File: src/rtl/alu_dec.sv
// RV32I decode stage: turns one instruction into ALU controls, register fields and an immediate,
// held in a single valid/ready output register that feeds the execute stage.
`ifndef DATA_W
`define DATA_W 32
`endif
`ifndef ALU_ADD
`define ALU_ADD  3'b000
`define ALU_SLL  3'b001
`define ALU_SLT  3'b010
`define ALU_SLTU 3'b011
`define ALU_XOR  3'b100
`define ALU_SRL  3'b101
`define ALU_OR   3'b110
`define ALU_AND  3'b111
`endif

module alu_dec (
    input  logic               clk,
    input  logic               rst_n,
    input  logic               if_valid,
    input  logic [31:0]        if_inst,
    input  logic [`DATA_W-1:0] if_pc,
    output logic               id_ready,
    input  logic               flush,
    output logic               ex_valid,
    input  logic               ex_ready,
    output logic [2:0]         ex_s,
    output logic               ex_ext,
    output logic               ex_addcom,
    output logic [4:0]         ex_rs1,
    output logic [4:0]         ex_rs2,
    output logic [4:0]         ex_rd,
    output logic [`DATA_W-1:0] ex_imm,
    output logic               ex_use_imm,
    output logic               ex_a_pc,
    output logic               ex_we,
    output logic               ex_illegal,
    output logic [`DATA_W-1:0] ex_pc
);

    localparam logic [6:0] OpcOp     = 7'b0110011;
    localparam logic [6:0] OpcOpImm  = 7'b0010011;
    localparam logic [6:0] OpcLoad   = 7'b0000011;
    localparam logic [6:0] OpcStore  = 7'b0100011;
    localparam logic [6:0] OpcJalr   = 7'b1100111;
    localparam logic [6:0] OpcLui    = 7'b0110111;
    localparam logic [6:0] OpcAuipc  = 7'b0010111;
    localparam logic [6:0] OpcJal    = 7'b1101111;
    localparam logic [6:0] OpcBranch = 7'b1100011;

    logic [6:0] opcode;
    logic [2:0] funct3;
    logic [6:0] funct7;
    logic       f3_add_sr;

    assign opcode    = if_inst[6:0];
    assign funct3    = if_inst[14:12];
    assign funct7    = if_inst[31:25];
    assign f3_add_sr = (funct3 == 3'b000) || (funct3 == 3'b101);

    logic [`DATA_W-1:0] imm_i, imm_s, imm_b, imm_u, imm_j;

    assign imm_i = `DATA_W'($signed(if_inst[31:20]));
    assign imm_s = `DATA_W'($signed({if_inst[31:25], if_inst[11:7]}));
    assign imm_b = `DATA_W'($signed({if_inst[31], if_inst[7], if_inst[30:25], if_inst[11:8], 1'b0}));
    assign imm_u = `DATA_W'($signed({if_inst[31:12], 12'b0}));
    assign imm_j = `DATA_W'($signed({if_inst[31], if_inst[19:12], if_inst[20], if_inst[30:21],
                                     1'b0}));

    logic [2:0]         d_s;
    logic               d_ext, d_addcom, d_use_imm, d_a_pc, d_we, d_ill;
    logic [4:0]         d_rs1, d_rs2, d_rd;
    logic [`DATA_W-1:0] d_imm;

    always_comb begin
        d_s       = `ALU_ADD;
        d_ext     = 1'b0;
        d_addcom  = 1'b0;
        d_use_imm = 1'b0;
        d_a_pc    = 1'b0;
        d_we      = 1'b0;
        d_ill     = 1'b0;
        d_imm     = '0;
        d_rs1     = if_inst[19:15];
        d_rs2     = if_inst[24:20];
        d_rd      = if_inst[11:7];
        case (opcode)
            OpcOp: begin
                d_s   = funct3;
                d_ext = f3_add_sr & if_inst[30];
                d_we  = 1'b1;
                d_ill = !((funct7 == 7'h00) || ((funct7 == 7'h20) && f3_add_sr));
            end
            OpcOpImm: begin
                d_s       = funct3;
                d_ext     = (funct3 == 3'b101) & if_inst[30];
                d_use_imm = 1'b1;
                d_imm     = imm_i;
                d_we      = 1'b1;
                if (funct3 == 3'b001) d_ill = (funct7 != 7'h00);
                if (funct3 == 3'b101) d_ill = (funct7 != 7'h00) && (funct7 != 7'h20);
            end
            OpcLoad, OpcJalr: begin
                d_addcom  = 1'b1;
                d_use_imm = 1'b1;
                d_imm     = imm_i;
                d_we      = 1'b1;
            end
            OpcStore: begin
                d_addcom  = 1'b1;
                d_use_imm = 1'b1;
                d_imm     = imm_s;
            end
            OpcLui: begin
                d_addcom  = 1'b1;
                d_use_imm = 1'b1;
                d_rs1     = 5'd0;
                d_imm     = imm_u;
                d_we      = 1'b1;
            end
            OpcAuipc, OpcJal: begin
                d_addcom  = 1'b1;
                d_use_imm = 1'b1;
                d_a_pc    = 1'b1;
                d_imm     = (opcode == OpcJal) ? imm_j : imm_u;
                d_we      = 1'b1;
            end
            OpcBranch: begin
                d_imm = imm_b;
                case (funct3)
                    3'b000, 3'b001: d_ext = 1'b1; // equality compares via subtract
                    3'b100, 3'b101: d_s = `ALU_SLT;
                    3'b110, 3'b111: d_s = `ALU_SLTU;
                    default:        d_ill = 1'b1;
                endcase
            end
            default: d_ill = 1'b1;
        endcase
        if (d_ill) begin
            d_s       = `ALU_ADD;
            d_ext     = 1'b0;
            d_addcom  = 1'b0;
            d_use_imm = 1'b0;
            d_a_pc    = 1'b0;
            d_we      = 1'b0;
            d_imm     = '0;
        end
        if (d_rd == 5'd0) d_we = 1'b0;
    end

    logic load;

    assign id_ready = ~ex_valid | ex_ready;
    assign load     = if_valid & id_ready & ~flush;

    always_ff @(posedge clk or negedge rst_n) begin
        if (!rst_n) begin
            ex_valid   <= 1'b0;
            ex_s       <= '0;
            ex_ext     <= 1'b0;
            ex_addcom  <= 1'b0;
            ex_rs1     <= '0;
            ex_rs2     <= '0;
            ex_rd      <= '0;
            ex_imm     <= '0;
            ex_use_imm <= 1'b0;
            ex_a_pc    <= 1'b0;
            ex_we      <= 1'b0;
            ex_illegal <= 1'b0;
            ex_pc      <= '0;
        end else if (flush) begin
            ex_valid <= 1'b0;
        end else if (load) begin
            ex_valid   <= 1'b1;
            ex_s       <= d_s;
            ex_ext     <= d_ext;
            ex_addcom  <= d_addcom;
            ex_rs1     <= d_rs1;
            ex_rs2     <= d_rs2;
            ex_rd      <= d_rd;
            ex_imm     <= d_imm;
            ex_use_imm <= d_use_imm;
            ex_a_pc    <= d_a_pc;
            ex_we      <= d_we;
            ex_illegal <= d_ill;
            ex_pc      <= if_pc;
        end else if (ex_ready) begin
            ex_valid <= 1'b0;
        end
    end

endmodule

File: config.mk
export PLATFORM = sky130hd
export DESIGN_NAME = alu_dec
export DESIGN_NICKNAME = d
export VERILOG_FILES = /design/src/rtl/alu_dec.sv
export SDC_FILE = /design/constraint.sdc
export NUM_CORES = 1
export LEC_CHECK = 0
export CAP_MARGIN = 25
export CORE_ASPECT_RATIO = 0.8
export CORE_MARGIN = 1
export CORE_UTILIZATION = 46
export CTS_BUF_LIST = sky130_fd_sc_hd__clkbuf_2 sky130_fd_sc_hd__clkbuf_4 sky130_fd_sc_hd__clkbuf_8
export DETAILED_ROUTE_END_ITERATION = 7
export GPL_ROUTABILITY_DRIVEN = 0
export MAX_ROUTING_LAYER = met4
export PLACE_DENSITY = 0.84
export SLEW_MARGIN = 20
export SYNTH_ARGS = -nofsm -noshare
export SYNTH_HDL_FRONTEND = slang
export SYNTH_SLANG_ARGS = --single-unit
export TNS_END_PERCENT = 1
File: constraint.sdc
create_clock -name clk -period 3 [get_ports clk]
set_input_delay 0.6 -clock clk [delete_from_list [all_inputs] [get_ports clk]]
set_output_delay 0.6 -clock clk [all_outputs]
set_load 0.02 [all_outputs]
### After elaboration in Yosys (flattened, before gate mapping)

Index checks and enable logic that the tools add are counted.

* flip-flop bits (word level): 89
* bits of input ports: 69
* logic and storage cells: 83

* equality and inequality tests: 16
* multiplexer cells: 26
* bitwise operators: 7
* reduce and logical (&&, ||, !) cells: 21

Operators with widths (count)
* $pmux 32 s5: 1
* $mux 32: 1
* $mux 31: 1
* $eq 7x6->1 const B: 4
* $eq 7x7->1 const B: 3
* $mux 1: 17
* $eq 7x5->1 const B: 2
* $reduce_or 7->1: 2
* $eq 3x3->1 const B: 4
* $reduce_or 6->1: 2
* $reduce_or 2->1: 5
* $eq 7x2->1 const B: 1
* $logic_not 7->1: 1
* $ne 7x6->1 const B: 1
* $reduce_bool 7->1: 1
* $pmux 3 s2: 1
* $logic_not 5->1: 1
* $mux 5: 1
* $and 1x1->1: 4
* $pmux 1 s4: 1
* $pmux 2 s2: 1
* $eq 3x1->1 const B: 1
* $logic_not 3->1: 1
* $mux 3: 1
* other kinds (9): 12

### Depth between registers and ports, before layout

Gate-level depths: netlist of the first run.

* depth in word-level cells: 8
* gate-level depth with buffers: 8

### Worst setup path before layout of the first run

No wires, ideal clock.

* kind: input to register
* from: input if_inst[1]
* to: register ex_imm[12]
* data arrival time: 2.061 ns
* setup slack: 0.864 ns
* cell stages on the path: 8
* path buffers: 3
* cell sequence: and2_4 -> buf_6 -> and3_1 -> buf_6 -> a41o_1 -> or3_4 -> buf_6 -> o21ai_2

* cells in the longest elaborated chain, start to end: 4
* elaborated cells on any way between the ends: 15
* those cells by class: eq/ne (9); mux (3); reduce/logical (3)

RTL lines
* start, declared: line 21 `input logic [31:0] if_inst,`
* $eq 7x7->1, or another cell as far along: line 87 `case (opcode)`
* $reduce_or 6->1 (no line), or another cell as far along
* $pmux 1 s4 / $pmux 32 s5 (equally long branches): line 87
* $mux 32 *: line 139 `if (d_ill) begin`
* end signal, assigned: line 181 `ex_imm <= d_imm;`
* end, declared: line 33 `` output logic [`DATA_W-1:0] ex_imm, ``

Every way passes the cells marked *; elsewhere a longest branch is shown, timed or not.
A chain may end at the register's enable or synchronous reset.

### Worst setup path after layout of the first run

* from: input if_inst[5]
* to: register ex_imm[1]

* cells in the longest elaborated chain, start to end: 4
* elaborated cells on any way between the ends: 16
* those cells by class: eq/ne (9); mux (4); reduce/logical (3)

RTL lines (line)
* $eq 7x7->1, or another cell as far along: 87, 125
* $reduce_or 6->1 (no line), or another cell as far along
* $pmux 1 s4 / $pmux 32 s5 (equally long branches): 87
* $mux 32 *: 139

Marks and branches as above.

==> results of run 1 <==
## cells in the mapped netlist, drive strengths merged, types with 3 or more instances
| cell type | number |
|---|---|
| nor2 | 12 |
| dfrtp | 89 |
| nand2 | 176 |
| nor2b | 6 |
| a22oi | 5 |
| a21oi | 20 |
| nand3 | 4 |
| clkbuf | 21 |
| o41ai | 4 |
| inv | 5 |
| nor3 | 6 |
| nor4 | 3 |
| buf | 6 |
| and3 | 3 |
| a22o | 6 |
| o21ai | 38 |
| a31oi | 4 |
## logic make-up (layout without fill, tap and decap cells)
kind of cell           Yosys count  in the layout
XOR/XNOR                         1              1
AO/OA/AOI/OAI                   91             91
flip-flops                      89             89
AND/OR/NAND/NOR                224            224
buffers and inverters           32            190
## metrics by stage
| stage | std cells | power, W | setup slack (ns) |
|---|---|---|---|
| 6_report | 703 | 0.00290 | 0.475 |
| 5_1_grt | 703 | 0.00303 | 0.307 |
| 3_3_place_gp | 687 | 0.00205 | 0.163 |
| 4_1_cts | 703 | 0.00292 | 0.480 |
| 2_1_floorplan | 437 | 0.00167 | 0.864 |
| 3_5_place_dp | 687 | 0.00207 | 0.110 |
## routing by layer
metal / vias to the layer above / GRT usage, % / share of wire (%)
met1: 1833 / 34.7 / 43
met3: 16 / 6.45 / 6.1
met2: 153 / 42.1 / 49
li1: 1780 / - / -
met4: 0 / 7.95 / 1.4
met5: - / - / 0
## cell type report
| type | count | area [um^2] |
|---|---|---|
| sequential | 89 | 2230 |
| tap | 108 | 135 |
| clock inverter | 5 | 63.8 |
| inverter | 5 | 18.8 |
| clock buffer | 11 | 145 |
| multi-input combinational | 316 | 1600 |
| fill | 623 | 2260 |
| timing repair buffer | 169 | 1690 |
## sequential cells by signal (all words and copies together) (netlist names)
register,cells
ex_a_pc,1
ex_addcom,1
ex_ext,1
ex_illegal,1
ex_imm,32
ex_pc,32
ex_rd,5
ex_rs1,5
ex_rs2,5
ex_s,3
ex_use_imm,1
ex_valid,1
ex_we,1
## path summary, 6_finish.rpt
path / from / to / depth (start not counted)
max in group asynchronous: rst_n / ex_imm[21] / 2
min in group clk: ex_pc[10] / ex_pc[10] / 2
max reg2reg: ex_valid / ex_imm[1] / 6
max: if_inst[5] / ex_imm[1] / 6
min: rst_n / ex_pc[14] / 1
min reg2reg: ex_pc[10] / ex_pc[10] / 2
## report_power, final
group	total, W	switching [W]	leakage [nW]	internal [W]
Combinational	0.000683	0.000358	1.38	0.000324
Clock	0.000861	0.000438	0.0971	0.000423
Sequential	0.00136	0.0000585	1.16	0.00130
Total	0.00290	0.000855	2.64	0.00205
==> impl_metrics.ini, run 1 <==
[timing]
finalWorstPathRequiredPeriod_ns = 2.53
whs_ns = 0.204
final_max_slew_viol_count = 0
setup_viol_count_final = 0
final.period_utilization_pct = 84.2
maximum_frequency_from_static_timing_analysis_ghz = 0.396
setup_total_negative_slack_ns = 0
final-hold-violation-count = 0
rsz_0062_raised_after_global_routing = no
transition_at_the_pin_with_the_smallest_max_transition_slack_ns = 0.739
fin_worst_skew_ns = 0.00556
max_slew_margin_pct = 50.5

[logic_synthesis]
ys_ff_latch = 89
largest_family_of_logic_cells_by_synthesized_area = simple AND/OR/NAND/NOR gates
synth_compound_area_share_pct = 16.0
postSynthAreaPerCell_um2 = 9.08
synth_adder_area_share_pct = 0
synthArstFlopShare_pct = 100
post_synthesis_cell_type_with_the_largest_combined_area = dfrtp_1
synth-warning-count = 0
synth_largest_type_area_fraction_pct = 56.1
yosys.area_share.simple_pct = 23.8
yosys.area_share.xor_xnor_pct = 0.221
synth-seq-area-share_pct = 56.1
yosys_cell_types = 42
synth_ff_type = dfrtp_1
synth_fp_nets = 506
yosys-mux-area-fraction_pct = 0
synth_edf_count = 0
synthesized_instance_count = 437
post_synth_instance_area_um2 = 3970
synth_top_cells_by_area = dfrtp_1, nand2_1, o21ai_2

[placed_design]
detailed_place.area_um2 = 5660
number_of_port_buffers = 158
hpwl_after_detailed_placement_um = 8280

[setup_path]
critPathLaunchType = input port
worstPathCellList = clkdlybuf4s50_1, and3b_1, nor4_1, o21ai_0, or3_4, o21ai_0
worst-endpoint-required_ns = 3.28
worst_path_most_repeated_cell = o21ai_0
setup.worst_path.class = in -> reg
critical_path.slowest_cell = clkdlybuf4s50_1
critPathTopFamily = simple AND/OR/NAND/NOR gates
slowest_delay_ns = 0.64
end_kind = register
worst-path-max-fanout = 23
ff2ff_setup_slack_ns = 1.05
worst-path-buf-inv = 1
worstPathArrival_ns = 2.80

[die]
design.core.area_um2 = 8130
placementRows = 29
fp.dieW_um = 106
start_util_pct = 48.8
ios = 159
dieArea_um2 = 9010
die_height_um = 85.1

[cts]
cts.reportedPaths.clkPinSlew_ns = 0.09
post_cts.resized_instances = 0
htree_num_levels = 3
cts_root_buffer = clkbuf_8
cts-buffers-inserted = 9
postCtsSetupBuffers = 0
cts_max_path_buffers = 2
clock-sinks = 89
tritoncts = yes
source_to_sink_clock_delay_at_the_later_pin_of_the_worst_skew_pair_ns = 0.36
cts_hold_repair.buffers = 0

[pwr]
power.density_cell_area_nw_per_um2 = 494
cellLeakagePower_nw = 2.64
ir_drop_mv = 0.289

[final_layout]
final_common_cell = nand2_1
commonest_cells_after_routing_fill_and_taps_aside = nand2_1, clkdlybuf4s50_1, dfrtp_1, a21oi_1, o21ai_2
num_antenna_cells = 0
finish.net_count = 659
fin_area_um2 = 5870
signed_area_change_from_the_synthesized_netlist_to_the_final_layout_pct = 47.9
fin_util_pct = 72.2
final_layout_size_suffix_gt1_share_pct = 8.74

[global_routing]
grt_pass1_vias = 3708
first_pass_grt_wire_length_um = 18200
maximum_number_of_pins_on_one_net_before_global_route_repair = 90
global_route.overflow_total = 0
groute.usage.overall_pct = 26.8
antenna_found_initial = 0

[hold_path]
min-delay-path-class = in -> async

[run_status]
outcome = finished clean

[drt]
ant_nets = 0
wl_per_cell_um = 16.1
drt_iter0_drc = 232
route.final.wire_length_um = 11300
drc = 0
drtPass1Iterations = 6
dr_total_vias = 3782
vias_per_cell = 5.38

[run]
timing.max_cap.violations = 0
Note: power is estimated with default switching activity, not from simulation.
==> run 2, diff against run 1 <==
--- a/config.mk
+++ b/config.mk
@@ -8,12 +8,12 @@
 export CAP_MARGIN = 25
 export CORE_ASPECT_RATIO = 0.8
 export CORE_MARGIN = 1
-export CORE_UTILIZATION = 46
+export CORE_UTILIZATION = 45
 export CTS_BUF_LIST = sky130_fd_sc_hd__clkbuf_2 sky130_fd_sc_hd__clkbuf_4 sky130_fd_sc_hd__clkbuf_8
 export DETAILED_ROUTE_END_ITERATION = 7
 export GPL_ROUTABILITY_DRIVEN = 0
 export MAX_ROUTING_LAYER = met4
-export PLACE_DENSITY = 0.84
+export PLACE_DENSITY = 0.83
 export SLEW_MARGIN = 20
 export SYNTH_ARGS = -nofsm -noshare
 export SYNTH_HDL_FRONTEND = slang
==> constraint.sdc (replaced) <==
create_clock -name clk -period 2.45 [get_ports clk]
set_input_delay 0.49 -clock clk [delete_from_list [all_inputs] [get_ports clk]]
set_output_delay 0.49 -clock clk [all_outputs]
set_load 0.02 [all_outputs]
==> impl_metrics.ini, run 2 (synthesis gave the netlist of run 1 again) <==
[cts]
cts-buffers-inserted = 9
clock-sinks = 89
cts_hold_repair.buffers = 0
postCtsSetupBuffers = 0
cts_root_buffer = clkbuf_8
cts.reportedPaths.clkPinSlew_ns = 0.09
cts_max_path_buffers = 2
tritoncts = yes
source_to_sink_clock_delay_at_the_later_pin_of_the_worst_skew_pair_ns = 0.36
post_cts.resized_instances = 0
htree_num_levels = 3

[pwr]
net_sw_share_pct = 29.7
cellLeakagePower_nw = 2.79
power_w = 0.00359
p_comb_share_pct = 24.1
power.density_cell_area_nw_per_um2 = 589
power_frac_clock_pct = 29.6
total_switching_power_w = 0.00106
ir_drop_mv = 0.341
register_share_of_total_power_pct = 46.3
internal-power_w = 0.00253

[drt]
wl_per_cell_um = 15.8
vias_per_cell = 5.25
ant_nets = 0
drc = 0
drt_iter0_drc = 196
drtPass1Iterations = 5
dr_total_vias = 3866
route.final.wire_length_um = 11600

[timing]
setup_viol_count_final = 0
final_max_slew_viol_count = 0
finalWorstPathRequiredPeriod_ns = 2.29
final-hold-violation-count = 0
final.period_utilization_pct = 93.4
fin_worst_skew_ns = 0.0105
setup_total_negative_slack_ns = 0
rsz_0062_raised_after_global_routing = no
maximum_frequency_from_static_timing_analysis_ghz = 0.437
max_slew_margin_pct = 51.2
transition_at_the_pin_with_the_smallest_max_transition_slack_ns = 0.730
whs_ns = 0.000902

[die]
start_util_pct = 46.6
dieArea_um2 = 9200
ios = 159
placementRows = 30
fp.dieW_um = 107
die_height_um = 86.0
design.core.area_um2 = 8520

[global_routing]
maximum_number_of_pins_on_one_net_before_global_route_repair = 71
groute.usage.overall_pct = 26.5
grt_pass1_vias = 3846
antenna_found_initial = 0
first_pass_grt_wire_length_um = 18400
global_route.overflow_total = 0

[setup_path]
reg2reg_to = ex_imm[2]
ff2ff_setup_slack_ns = 0.58
rr_worst_depth = 6
worstPathArrival_ns = 2.55
worst-path-max-fanout = 23
worst-endpoint-required_ns = 2.71
setup.worst_path.class = in -> reg
end_kind = register
timing.rr.start = ex_valid
critPathLaunchType = input port

[final_layout]
fin_cells = 736
signed_area_change_from_the_synthesized_netlist_to_the_final_layout_pct = 53.5
num_antenna_cells = 0
finish.net_count = 688
final_common_cell = nand2_1
fin_util_pct = 71.5
commonest_cells_after_routing_fill_and_taps_aside = nand2_1, clkdlybuf4s50_1, dfrtp_1, buf_4
layout_top_registers = ex_imm: 32 flops, ex_pc: 32 flops
final_layout_size_suffix_gt1_share_pct = 13.0

[run_status]
outcome = finished clean

[run]
timing.max_cap.violations = 0

[placed_design]
hpwl_after_detailed_placement_um = 8580
cells_after_dpl = 720
number_of_port_buffers = 158

[hold_path]
min-delay-path-class = in -> async
[run 2: how the worst max path moves through the flow]
stage	start	endpoint	slack, ns
floorplan	if_inst[1]	ex_imm[12]	0.42
global placement	if_inst[25]	ex_imm[3]	-0.11
detailed placement	if_inst[4]	ex_imm[2]	-0.20
CTS	ex_ready	id_ready	0.19
global route	if_inst[25]	ex_imm[0]	0.05
finish	if_inst[4]	ex_imm[2]	0.16
[run 2: routing by layer]
metal	up-vias	wire length [um]	track usage, %
met5	-	0	-
met4	0	218	7.60
met3	26	713	6.31
met2	158	5570	41.1
met1	1844	5100	34.8
li1	1838	-	-
[run 2: critical path, stage by stage]
cell and delay [ns]:
clkdlybuf4s50_1 0.58, nor2b_1 0.10, nor4_1 0.36, o21ai_0 0.22, or3_4 0.54, o21ai_0 0.25
[run 2: cell type report]
cell class	instances	area, um^2
inverters	5	18.8
multi-input cells	316	1600
clock inverters	6	72.6
flip-flops and latches	89	2230
well taps	112	140
repair buffers	198	1900
fillers	668	2420
clock buffers	10	138
[run 2: stage by stage]
| step | area (um^2) | worst slack, ns |
|---|---|---|
| 2_1_floorplan | 3970 | 0.424 |
| 3_3_place_gp | 5890 | -0.107 |
| 3_5_place_dp | 5890 | -0.201 |
| 4_1_cts | 6100 | 0.195 |
| 5_1_grt | 6100 | 0.0532 |
| 6_report | 6100 | 0.161 |
[run 2: power by group through the flow]
stage | registers, W | logic, W | clock network (W)
2_1_floorplan | 0.00185 | 0.000197 | 0
3_3_place_gp | 0.00168 | 0.000851 | 0
3_5_place_dp | 0.00169 | 0.000868 | 0
4_1_cts | 0.00166 | 0.000872 | 0.00108
5_1_grt | 0.00168 | 0.000926 | 0.00116
6_report | 0.00166 | 0.000866 | 0.00106
==> run 3, diff against run 2 <==
--- a/config.mk
+++ b/config.mk
@@ -8,12 +8,12 @@
 export CAP_MARGIN = 25
 export CORE_ASPECT_RATIO = 0.8
 export CORE_MARGIN = 1
-export CORE_UTILIZATION = 45
+export CORE_UTILIZATION = 40
 export CTS_BUF_LIST = sky130_fd_sc_hd__clkbuf_2 sky130_fd_sc_hd__clkbuf_4 sky130_fd_sc_hd__clkbuf_8
 export DETAILED_ROUTE_END_ITERATION = 7
 export GPL_ROUTABILITY_DRIVEN = 0
 export MAX_ROUTING_LAYER = met4
-export PLACE_DENSITY = 0.83
+export PLACE_DENSITY = 0.75
 export SLEW_MARGIN = 20
 export SYNTH_ARGS = -nofsm -noshare
 export SYNTH_HDL_FRONTEND = slang
==> impl_metrics.ini, run 3 (synthesis gave the netlist of run 1 again) <==
[run_status]
outcome = finished clean

[timing]
setup_viol_count_final = 0
final_max_slew_viol_count = 0
max_slew_margin_pct = 52.5
fin_worst_skew_ns = 0.0131
transition_at_the_pin_with_the_smallest_max_transition_slack_ns = 0.710
post-route-worst-setup-slack_ns = 0.178
final.period_utilization_pct = 92.7
whs_ns = 0.0471
finalWorstPathRequiredPeriod_ns = 2.27
rsz_0062_raised_after_global_routing = no
final-hold-violation-count = 0
maximum_frequency_from_static_timing_analysis_ghz = 0.440
setup_total_negative_slack_ns = 0

[hold_path]
min-delay-path-class = in -> async

[final_layout]
layout_top_registers = ex_imm: 32 flops, ex_pc: 32 flops
signed_area_change_from_the_synthesized_netlist_to_the_final_layout_pct = 53.4
final_layout_size_suffix_gt1_share_pct = 12.3
commonest_cells_after_routing_fill_and_taps_aside = nand2_1, clkdlybuf4s50_1, dfrtp_1, buf_4
final_common_cell = nand2_1
finish.net_count = 683
num_antenna_cells = 0

[cts]
cts_root_buffer = clkbuf_8
tritoncts = yes
cts-buffers-inserted = 9
post_cts.resized_instances = 0
source_to_sink_clock_delay_at_the_later_pin_of_the_worst_skew_pair_ns = 0.36
cts_hold_repair.buffers = 0
postCtsSetupBuffers = 0
cts_max_path_buffers = 2
clock-sinks = 89
htree_num_levels = 3
cts.reportedPaths.clkPinSlew_ns = 0.09

[placed_design]
hpwl_after_detailed_placement_um = 8390
number_of_port_buffers = 158
preCtsSetupSlack_ns = -0.188

[global_routing]
groute.usage.overall_pct = 23.6
global_route.overflow_total = 0
antenna_found_initial = 0
maximum_number_of_pins_on_one_net_before_global_route_repair = 61
grt_pass1_vias = 3716
first_pass_grt_wire_length_um = 18500

[setup_path]
setup.worst_path.class = in -> reg
worst-endpoint-required_ns = 2.71
critPathLaunchType = input port
worst-path-max-fanout = 23
ff2ff_setup_slack_ns = 0.53
worstPathArrival_ns = 2.54
end_kind = register

[drt]
drt_iter0_drc = 234
dr_total_vias = 3762
ant_nets = 0
route.final.wire_length_um = 11300
wl_per_cell_um = 14.9
vias_per_cell = 4.98
drtPass1Iterations = 4
drc = 0

[die]
die_height_um = 91.1
placementRows = 32
dieArea_um2 = 10300
fp.dieW_um = 113
ios = 159
start_util_pct = 41.1
design.core.area_um2 = 9650

[pwr]
power.density_cell_area_nw_per_um2 = 590
power_w = 0.00360
ir_drop_mv = 0.338
cellLeakagePower_nw = 2.76

[run]
timing.max_cap.violations = 0
run 3: layout make-up:
class                      count  area, um^2
inverter                       5        18.8
multi-input combinational    316        1600
clock inverter                 6        75.1
fill                         823        3560
sequential                    89        2230
timing repair buffer         193        1870
clock buffer                  10         138
tap                          136         170
run 3: routing by layer:
metal	up-vias	share of wire, %	global-route usage, %
met2	135	45	35.2
met5	-	0	-
li1	1827	-	-
met4	0	1.5	6.91
met1	1786	47	31.7
met3	14	6.8	6.21
run 3: per-stage QoR:
stage	area, um^2	util [%]	std cells
global route	6090	63.1	755
finish	6090	63.1	755
floorplan	3970	-	437
global placement	5880	60.9	739
CTS	6090	63.1	755
detailed placement	5880	60.9	739
run 3: worst paths after layout:
path | start | to | depth (start not counted)
worst max-delay path | if_inst[25] | ex_imm[1] | 7
worst min register to register | ex_pc[17] | ex_pc[17] | 2
worst min-delay path | rst_n | ex_imm[5] | 1
min in group clk | ex_pc[17] | ex_pc[17] | 2
worst max register to register | ex_valid | ex_imm[1] | 6
max in group asynchronous | rst_n | ex_we | 2
run 3: worst max-delay path, stage by stage:
cell	delay, ns
clkdlybuf4s50_1	0.41
nor4_1	0.28
buf_4	0.17
a31oi_1	0.09
a41o_1	0.29
or3_4	0.56
o21ai_0	0.25
run 3: where the power goes:
group,internal [W],switching [W]
Combinational,0.000419,0.000440
Sequential,0.00159,0.0000689
Clock,0.000514,0.000561
